### src/rtl/uart_rx_ctrl.sv
// UART receive control wrapper: idle-gated frame configuration, show-ahead
// receive FIFO with host valid/ready, sticky overflow and saturating error count.
module uart_rx_ctrl #(
   parameter int DATA_WIDTH = 8,
   parameter int FIFO_DEPTH = 4,
   parameter int ADDR_W     = 2
) (
   input  logic                  Clk,
   input  logic                  Rst,
   input  logic                  cfg_wr,
   input  logic                  cfg_par_en,
   input  logic                  cfg_par_typ,
   input  logic [5:0]            cfg_prescale,
   output logic                  cfg_rej,
   output logic                  cfg_pend,
   output logic                  Par_En,
   output logic                  Par_Typ,
   output logic [5:0]            Prescale,
   input  logic                  rx_busy,
   input  logic [DATA_WIDTH-1:0] rx_data,
   input  logic                  rx_valid,
   input  logic                  rx_par_err,
   input  logic                  rx_stp_err,
   output logic [DATA_WIDTH-1:0] rd_data,
   output logic                  rd_valid,
   input  logic                  rd_ready,
   output logic [ADDR_W:0]       fifo_count,
   output logic                  ovf,
   output logic [7:0]            err_cnt,
   input  logic                  clr
);

   typedef enum logic {C_IDLE, C_PEND} cstate_t;

   localparam logic [ADDR_W:0] DEPTH_C = (ADDR_W+1)'(FIFO_DEPTH);

   cstate_t                state_q, state_d;
   logic                   sh_pe_q, sh_pe_d, sh_pt_q, sh_pt_d;
   logic [5:0]             sh_ps_q, sh_ps_d;
   logic                   par_en_q, par_en_d, par_typ_q, par_typ_d;
   logic [5:0]             prescale_q, prescale_d;
   logic                   rej_q, rej_d;
   logic [DATA_WIDTH-1:0]  mem_q [FIFO_DEPTH];
   logic [DATA_WIDTH-1:0]  mem_d [FIFO_DEPTH];
   logic [ADDR_W:0]        wr_ptr_q, wr_ptr_d, rd_ptr_q, rd_ptr_d;
   logic                   ovf_q, ovf_d;
   logic [7:0]             err_q, err_d;

   logic                   cfg_legal, empty, full, push, pop;
   logic [ADDR_W:0]        count;

   assign cfg_legal = (cfg_prescale == 6'd8) || (cfg_prescale == 6'd16) || (cfg_prescale == 6'd32);
   assign count     = wr_ptr_q - rd_ptr_q;
   assign empty     = (count == '0);
   assign full      = (count == DEPTH_C);
   assign pop       = !empty && rd_ready;
   // A full FIFO still accepts a byte when the host frees a slot this cycle
   assign push      = rx_valid && (!full || pop);

   always_comb begin
      state_d    = state_q;
      sh_pe_d    = sh_pe_q;
      sh_pt_d    = sh_pt_q;
      sh_ps_d    = sh_ps_q;
      par_en_d   = par_en_q;
      par_typ_d  = par_typ_q;
      prescale_d = prescale_q;
      rej_d      = 1'b0;
      if (state_q == C_PEND && !rx_busy) begin
         par_en_d   = sh_pe_q;
         par_typ_d  = sh_pt_q;
         prescale_d = sh_ps_q;
         state_d    = C_IDLE;
      end
      // A write coinciding with an apply is captured after the old shadow moves out
      if (cfg_wr) begin
         if (cfg_legal) begin
            sh_pe_d = cfg_par_en;
            sh_pt_d = cfg_par_typ;
            sh_ps_d = cfg_prescale;
            state_d = C_PEND;
         end else begin
            rej_d = 1'b1;
         end
      end
   end

   always_comb begin
      mem_d    = mem_q;
      wr_ptr_d = wr_ptr_q;
      rd_ptr_d = rd_ptr_q;
      if (push) begin
         mem_d[wr_ptr_q[ADDR_W-1:0]] = rx_data;
         wr_ptr_d = wr_ptr_q + 1'b1;
      end
      if (pop) rd_ptr_d = rd_ptr_q + 1'b1;
   end

   always_comb begin
      ovf_d = ovf_q;
      err_d = err_q;
      if (clr) begin
         ovf_d = 1'b0;
         err_d = '0;
      end
      if (rx_valid && !push) ovf_d = 1'b1;
      if (rx_par_err || rx_stp_err)
         err_d = clr ? 8'd1 : ((err_q == 8'hFF) ? err_q : err_q + 8'd1);
   end

   always_ff @(posedge Clk or negedge Rst) begin
      if (!Rst) begin
         state_q    <= C_IDLE;
         sh_pe_q    <= 1'b0;
         sh_pt_q    <= 1'b0;
         sh_ps_q    <= 6'd8;
         par_en_q   <= 1'b0;
         par_typ_q  <= 1'b0;
         prescale_q <= 6'd8;
         rej_q      <= 1'b0;
         mem_q      <= '{default: '0};
         wr_ptr_q   <= '0;
         rd_ptr_q   <= '0;
         ovf_q      <= 1'b0;
         err_q      <= '0;
      end else begin
         state_q    <= state_d;
         sh_pe_q    <= sh_pe_d;
         sh_pt_q    <= sh_pt_d;
         sh_ps_q    <= sh_ps_d;
         par_en_q   <= par_en_d;
         par_typ_q  <= par_typ_d;
         prescale_q <= prescale_d;
         rej_q      <= rej_d;
         mem_q      <= mem_d;
         wr_ptr_q   <= wr_ptr_d;
         rd_ptr_q   <= rd_ptr_d;
         ovf_q      <= ovf_d;
         err_q      <= err_d;
      end
   end

   assign cfg_rej    = rej_q;
   assign cfg_pend   = (state_q == C_PEND);
   assign Par_En     = par_en_q;
   assign Par_Typ    = par_typ_q;
   assign Prescale   = prescale_q;
   assign rd_valid   = !empty;
   assign rd_data    = empty ? '0 : mem_q[rd_ptr_q[ADDR_W-1:0]];
   assign fifo_count = count;
   assign ovf        = ovf_q;
   assign err_cnt    = err_q;

endmodule

### config.mk
export PLATFORM = sky130hd
export DESIGN_NAME = uart_rx_ctrl
export DESIGN_NICKNAME = d
export VERILOG_FILES = /design/src/rtl/uart_rx_ctrl.sv
export SDC_FILE = /design/constraint.sdc
export NUM_CORES = 1
export LEC_CHECK = 0
export CORE_MARGIN = 1
export CORE_UTILIZATION = 45
export CTS_CLUSTER_DIAMETER = 120
export CTS_CLUSTER_SIZE = 16
export DETAILED_ROUTE_END_ITERATION = 8
export PLACE_DENSITY = 0.8
export REMOVE_ABC_BUFFERS = 1
export SLEW_MARGIN = 20
export SYNTH_ARGS = -nofsm -noshare
export SYNTH_HDL_FRONTEND = slang
export SYNTH_SLANG_ARGS = --single-unit
export TNS_END_PERCENT = 10
### constraint.sdc
create_clock -name Clk -period 7.2 [get_ports Clk]
set_input_delay 1.44 -clock Clk [delete_from_list [all_inputs] [get_ports Clk]]
set_output_delay 1.44 -clock Clk [all_outputs]
set_load 0.01 [all_outputs]
Word level (Yosys, flattened, before mapping)
Index checks and enable logic that the tools add are counted.
Widths: inputs -> output; s select.
{"block": "totals", "register_bits": 65, "input_bits": 25, "output_inout_bits": 31, "wordCells": 67}
{"block": "classes", "addsub": 4, "magnitude_cmp": 3, "eq_ne": 6, "muxes": 18, "n_bitwise": 2, "n_reduce_logical": 18}
{"op": "$mux 8", "n": 8}
{"op": "$bwmux 32", "n": 1}
{"op": "$bmux 8 s2", "n": 1}
{"op": "$demux 8 s2", "n": 1}
{"op": "$add 8x1->8 const B", "n": 1}
{"op": "$eq 8x8->1 const B", "n": 1}
{"op": "$mux 1", "n": 7}
{"op": "$add 3x1->3 const B", "n": 2}
{"op": "$eq 6x4->1 const B", "n": 1}
{"op": "$eq 6x5->1 const B", "n": 1}
{"op": "$eq 6x6->1 const B", "n": 1}
{"op": "$ge 3x3->1 const B", "n": 2}
{"op": "$not 2->3", "n": 2}
{"op": "$logic_and 1x1->1", "n": 5}
{"op": "$logic_not 1->1", "n": 4}
{"op": "$logic_or 1x1->1", "n": 4}
{"op": "$reduce_and 2->1", "n": 2}
{"op": "$reduce_bool 2->1", "n": 2}
{"op": "$eq 3x3->1 const B", "n": 1}
{"op": "$logic_not 3->1", "n": 1}
{"op": "$lt 3x1->1 const B", "n": 1}
{"op": "$sub 3x3->3", "n": 1}
{"op": "$ne 2x2->1 const B", "n": 1}

Logic depth before layout (Yosys ltp)
Gate-level depths: netlist of the first run.
{"block": "logic_depth", "ltp_word": 9, "ltp_mapped": 8, "depth_no_buf": 7}

Worst setup path after synthesis of the first run
No wires, ideal clock.
{"block": "synth_path", "kind": "flip-flop to output port", "startpoint": "register wr_ptr_q[0]", "endpoint": "output rd_data[0]", "t_arrival_ns": 1.790, "required_ns": 5.760, "setup_slack_ns": 3.970, "stages_incl_launch_ff": 7, "path_buffers": 0, "path_cell_list": "dfrtp_1 > inv_1 > ha_1 > fa_1 > xnor3_1 > nand3_1 > and2_1"}
{"block": "synth_between", "elab_chain_cells": 3}
{"item": "start, declared", "line_no": "45", "rtl": "logic [ADDR_W:0] wr_ptr_q, wr_ptr_d, rd_ptr_q, rd_ptr_d;"}
{"item": "start signal, assigned", "line_no": "136", "rtl": "wr_ptr_q <= wr_ptr_d;"}
{"item": "$sub 3x3->3", "line_no": "53", "rtl": "assign count = wr_ptr_q - rd_ptr_q;"}
{"item": "$logic_not 3->1", "line_no": "54", "rtl": "assign empty = (count == '0);"}
{"item": "$mux 8", "line_no": "149", "rtl": "assign rd_data = empty ? '0 : mem_q[rd_ptr_q[ADDR_W-1:0]];"}
{"item": "end, declared", "line_no": "24", "rtl": "output logic [DATA_WIDTH-1:0] rd_data,"}
No other way between the ends.

Worst setup path in the final report of the first run
{"block": "layout_path", "startpoint": "register rd_ptr_q[0]", "endpoint": "output rd_data[7]"}
{"block": "layout_between", "elab_chain_cells": 5, "elab_cells_between_ends": 7, "cone_classes": "add/sub: 1; mux: 4; bitwise: 1; reduce/logical: 1"}
{"item": "start, declared", "line_no": "45"}
{"item": "start signal, assigned", "line_no": "137", "rtl": "rd_ptr_q <= rd_ptr_d;"}
{"item": "parallel branches: the longest is 4 deep, another holds $sub 3x3->3"}
{"item": "$mux 8 (*)", "line_no": "149"}
Mark *: on every way between the ends. The select of a mux whose other input is x is not followed.

==> results of run 1 <==
==> worst max-delay path: cells and delay by family (launching register included) <==
kind	cells	cell delay, ps
fa+ha+maj	2	750
flops	1	620
simple gates	2	560
buf+inv	1	470
xor+xnor	1	270
==> final cells by class <==
| class | count | area (um2) | area share, % |
|---|---|---|---|
| flip-flops and latches | 65 | 1629 | 41.15 |
| clock buffers | 9 | 123.9 | 3.129 |
| multi-input cells | 134 | 1419 | 35.84 |
| inverters | 7 | 26.28 | 0.6637 |
| clock inverters | 6 | 107.6 | 2.718 |
| repair buffers | 56 | 553.0 | 13.97 |
| well taps | 80 | 100.1 | 2.528 |
==> state kept, by name, summed over array words and instances (netlist names), 3 cells and up <==
signal	count
mem_q	32
err_cnt	8
Prescale	6
sh_ps_q	6
rd_ptr_q	3
wr_ptr_q	3
==> cells in the mapped netlist (4+ instances only) <==
cell type / n
ha_1: 7
mux2_4: 32
buf_6: 4
a21oi_1: 4
nand2_1: 9
dfrtp_1: 63
xnor2_1: 5
and2_1: 12
inv_1: 7
mux4_2: 8
mux2_2: 15
and3_4: 4
nor2_1: 5
==> path summary, 6_finish.rpt <==
| check | from | endpoint | cells after the start |
|---|---|---|---|
| setup / recovery | rd_ptr_q[0] | rd_data[7] | 6 |
| hold / removal | sh_ps_q[0] | sh_ps_q[0] | 1 |
| setup reg to reg | rd_ptr_q[0] | mem_q[3] | 6 |
| hold reg to reg | sh_ps_q[0] | sh_ps_q[0] | 1 |
| max in group asynchronous | Rst | err_cnt[2] | 2 |
| min in group asynchronous | Rst | mem_q[18] | 2 |
==> per-layer routing <==
layer,vias up,wire length (um),GRT usage (%)
met5,-,0,0
met4,0,53,4.545
met3,4,284,7.296
met2,47,2749,27.35
met1,957,2697,23.48
li1,877,-,-
==> cells by family after synthesis <==
family	count (synthesis)
AO/OA/AOI/OAI	16
XOR/XNOR	9
adder cells (fa/ha/maj)	8
buffers and inverters	15
flip-flops	65
multiplexers	56
AND/OR/NAND/NOR	45
==> power breakdown <==
group          internal [mW]  switching, mW
logic                  0.542          0.286
clock network          0.227          0.140
registers              0.502          0.109
==> through the flow <==
| step | utilization (%) | hold slack, ps | power, mW |
|---|---|---|---|
| global placement | 55.17 | 464.8 | 1.425 |
| detailed placement | 55.17 | 469.5 | 1.450 |
| floorplan | - | 449.4 | 1.119 |
| CTS | 58.59 | 491.6 | 1.823 |
| finish | 58.59 | 486.6 | 1.805 |
| global route | 58.59 | 509.3 | 1.909 |
==> impl_metrics.yaml, run 1 <==
logic_synthesis:
  netlist_top_cells_area: "dfrtp_1 (50%), mux2_4 (15%), mux4_2 (5.7%)"
  syn_area_per_cell_um2: 14.65
  synth_fa_ha_area_share_pct: 3.433
  yosysUniqueCellTypes: 40
  async_reset_ff_share_pct: 100.0
  synth_area_um2: 3134
  synth-simple-area-share_pct: 8.663
  ys_seq_area_share_pct: 51.98
  ys_seq_elements: 65
  synth-edff-count: 0
  synth_top_area_cell: "dfrtp_1"
  synth-compound-area-share_pct: 3.433
  ys_warn_count: 0
  synthCells: 214
  synthXorXnorAreaFrac_pct: 2.954
  synth_top_family_by_area: "multiplexers"
  synth_mux_area_share_pct: 26.79
  yosysTopAreaCellShare_pct: 50.30
  synth_ff_type: "dfrtp_1"
floorplanning:
  start_util_pct: 46.39
  rows: 30
  core_um2: 6756
  die_area_um2: 7303
  chipHeight_um: 85.46
  die_w_um: 85.46
  ios: 56
global_route:
  grt_usage_pct: 17.78
  antenna_found_initial: 0
  grt_max_degree: 66
  grt_pass1_vias: 1961
  grt_first_pass_wirelength_um: 9798
  overflow: 0
clocking:
  tritoncts: "done"
  post_cts_buffers: 0
  cts_buffers: 9
  clk_pin_slew_worst_paths_ps: 70
  htreeDepth: 3
  postCtsHoldBufs: 0
  post_cts_resized: 0
  clk_root_buffer_cell: "clkbuf_8"
  cts_sinks: 65
  max-clock-path-buffers: 2
  clock_latency_ps: 340
route:
  num_vias: 1885
  drtIter0Drc: 76
  avgViaCountPerCell: 5.280
  wl_um: 5784
  routedWlPerCell_um: 16.20
  ant_nets: 0
  drc: 0
  dr.pass1.iters: 4
timing:
  hold_violations: 0
  slew_headroom_pct: 46.51
  worstMarginPinSlew_ps: 802.4
  skew_ps: 7.756
  finalMaxSlewViolations: 0
  setup_slack_ps: 2763
  rsz0062_at_grt: "false"
  period_needed_ps: 4437
  fin_crit_sh_pct: 61.62
  max_freq_mhz: 225.4
  fin_setup_tns_ps: 0
  finalSetupViolations: 0
layout:
  antenna_cells: 0
  most-common-layout-cells: "dfrtp_1 (63), clkdlybuf4s50_1 (54), mux2_4 (32)"
  area_growth_pct: 26.31
  nets: 306
  drive_gt1_share_pct: 29.24
  final_common_cell: "dfrtp_1"
  post-route-cell-area_um2: 3959
  stdcell_count: 357
  fillers: 545
place:
  portBuffers: 55
  post-place-ws_ps: 3090
  place_congestion: 0.7528
  dp_cells: 342
  dp_hpwl_um: 3855
  place_area_um2: 3727
setup_path:
  crit_path_start_kind: "flip-flop"
  cp-end-kind: "output pin"
  cp_cell_sequence: "ha_1, fa_1, xnor3_1, nand3_1, and2_1, clkdlybuf4s50_1"
  worstPathRequired_ps: 5760
  crit_fanout: 11
  critPathArrivalTime_ps: 3000
  critPathKind: "flip-flop to output pin"
  slowest_delay_ps: 620
  cpMaxStageDelayCell: "dfrtp_1"
  rrSetupSlack_ps: 4470
pwr:
  power_density_nw_per_um2: 456.0
  leakagePower_nw: 1.739
  vdd_ir_drop_max_mv: 0.1685
flow_run:
  maxCapViolCount: 0
run_status:
  outcome: "finished, final reports clean"
worst_hold_path:
  hold_path_class: "flip-flop to flip-flop"
Note: power is estimated with default switching activity, not from simulation.
==> run 2: changes to the inputs <==
==> constraint.sdc (replaced) <==
create_clock -name Clk -period 4.2 [get_ports Clk]
set_input_delay 0.84 -clock Clk [delete_from_list [all_inputs] [get_ports Clk]]
set_output_delay 0.84 -clock Clk [all_outputs]
set_load 0.01 [all_outputs]
==> run 2 against run 1 <==
Net effect:
- sequential share of layout area grew 0.14 points
- utilization shrank 0.20 points
- via count grew 0.27%
- clock skew grew 0.50 ps
- register-to-register slack lost 2800 ps
- critical path depth grew 1
- first-iteration DRC count shrank 41%
- non-clock buffer count grew 1
- power grew 69%
- die area is the same
- highest routed layer unchanged
==> impl_metrics.yaml, run 2 (synthesis results as in run 1) <==
route:
  routedWlPerCell_um: 16.51
  dr.pass1.iters: 3
  avgViaCountPerCell: 5.265
  ant_nets: 0
  drc: 0
  wl_um: 5927
  num_vias: 1890
  drtIter0Drc: 45
place:
  portBuffers: 55
  place_congestion: 0.7742
  dp_hpwl_um: 3950
  post-place-ws_ps: 891.0
setup_path:
  slowest_delay_ps: 470
  cp-end-kind: "output pin"
  cpMaxStageDelayCell: "clkdlybuf4s50_1"
  critPathArrivalTime_ps: 2810
  worstPathRequired_ps: 3360
  cp_top_family: "adder cells"
  critPathKind: "flip-flop to output pin"
  cp_cell_sequence: "inv_1, ha_1, fa_1, xnor3_1, nand3_1, and2_1, clkdlybuf4s50_1"
  crit_path_start_kind: "flip-flop"
  crit_fanout: 10
  crit_buf_inv: 2
timing:
  fin_crit_sh_pct: 87.02
  hold_violations: 0
  max_freq_mhz: 273.6
  rsz0062_at_grt: "false"
  setup_slack_ps: 545.2
  slew_headroom_pct: 36.96
  finalSetupViolations: 0
  worstMarginPinSlew_ps: 945.6
  period_needed_ps: 3655
  finalMaxSlewViolations: 0
  skew_ps: 8.257
  fin_setup_tns_ps: 0
clocking:
  postCtsHoldBufs: 0
  htreeDepth: 3
  tritoncts: "done"
  cts_sinks: 65
  post_cts_buffers: 0
  clock_latency_ps: 350
  cts_buffers: 9
  clk_root_buffer_cell: "clkbuf_8"
  clk_pin_slew_worst_paths_ps: 70
  max-clock-path-buffers: 2
  post_cts_resized: 0
layout:
  drive_gt1_share_pct: 29.39
  seqCellArea_um2: 1629
  nets: 307
  antenna_cells: 0
  most-common-layout-cells: "dfrtp_1 (63), clkdlybuf4s50_1 (54), mux2_4 (32)"
  regMostFlops: "mem_q"
  area_growth_pct: 25.87
  fillers: 545
  final_common_cell: "dfrtp_1"
  multiInputGateArea_um2: 1419
  largest_reg_flops: 32
floorplanning:
  die_w_um: 85.46
  core_um2: 6756
  start_util_pct: 46.39
  die_area_um2: 7303
  rows: 30
  chipHeight_um: 85.46
  ios: 56
flow_run:
  maxCapViolCount: 0
global_route:
  grt_usage_pct: 18.23
  grt_max_degree: 44
  antenna_found_initial: 0
  overflow: 0
  grt_pass1_vias: 1977
  grt_first_pass_wirelength_um: 9811
pwr:
  power_density_nw_per_um2: 774.9
  leakagePower_nw: 1.734
  vdd_ir_drop_max_mv: 0.2535
run_status:
  outcome: "finished, final reports clean"
worst_hold_path:
  hold_path_class: "flip-flop to flip-flop"
-- run 2: changes by cell type in the layout (fill, tap and decap cells not counted) --
cell       change
buf_4          +1
clkinv_2       +1
bufinv_16      -1
clkbuf_1       +1
-- run 2: final timing paths --
path | end | from | slack (ps) | cells past startpoint
worst max-delay path | rd_data[7] | wr_ptr_q[0] | 550 | 7
worst min-delay path | sh_ps_q[1] | sh_ps_q[1] | 480 | 1
worst max register to register | mem_q[0] | wr_ptr_q[0] | 1690 | 7
worst min register to register | sh_ps_q[1] | sh_ps_q[1] | 480 | 1
max in group asynchronous | sh_ps_q[3] | Rst | 2660 | 2
min in group asynchronous | mem_q[18] | Rst | 640 | 1
-- run 2: metrics by stage --
| stage | utilization (%) | cell area [um2] | cells | power, mW | hold slack, ps |
|---|---|---|---|---|---|
| final | 58.39 | 3945 | 359 | 3.057 | 484.0 |
| after global routing | 58.39 | 3945 | 359 | 3.233 | 509.1 |
| after CTS | 58.39 | 3945 | 359 | 3.093 | 488.4 |
| after detailed placement | 55.28 | 3735 | 343 | 2.503 | 469.7 |
| after global placement | 55.28 | 3735 | 343 | 2.455 | 467.1 |
| after floorplan | - | 3074 | 206 | 1.918 | 449.4 |
-- run 2: worst register-to-register path, cell delays in order (launching register included) --
cell	delay, ps
dfrtp_1	410
inv_1	100
ha_1	220
fa_1	420
xnor3_1	240
or3_4	420
and3_4	270
mux2_4	320
-- run 2: cell type report --
| cell class | count | share of cell area (%) |
|---|---|---|
| Clock buffer | 10 | 3.235 |
| Clock inverter | 6 | 2.093 |
| Inverter | 7 | 0.6660 |
| Multi-Input combinational cell | 134 | 35.97 |
| Sequential cell | 65 | 41.29 |
| Tap cell | 80 | 2.537 |
| Timing Repair Buffer | 57 | 14.21 |
-- run 2: metal layers --
layer	up-vias	global-route usage (%)	part of all wire, %
li1	879	-	-
met1	955	22.98	45
met2	45	28.58	48
met3	11	5.350	4.5
met4	0	9.394	2.2
met5	-	0	0
-- run 2: power by group --
| part | switching [mW] | total, mW | leakage [nW] | internal [mW] |
|---|---|---|---|---|
| Combinational | 0.528 | 1.47 | 0.825 | 0.938 |
| Sequential | 0.157 | 1.02 | 0.803 | 0.861 |
| Clock | 0.243 | 0.574 | 0.106 | 0.331 |
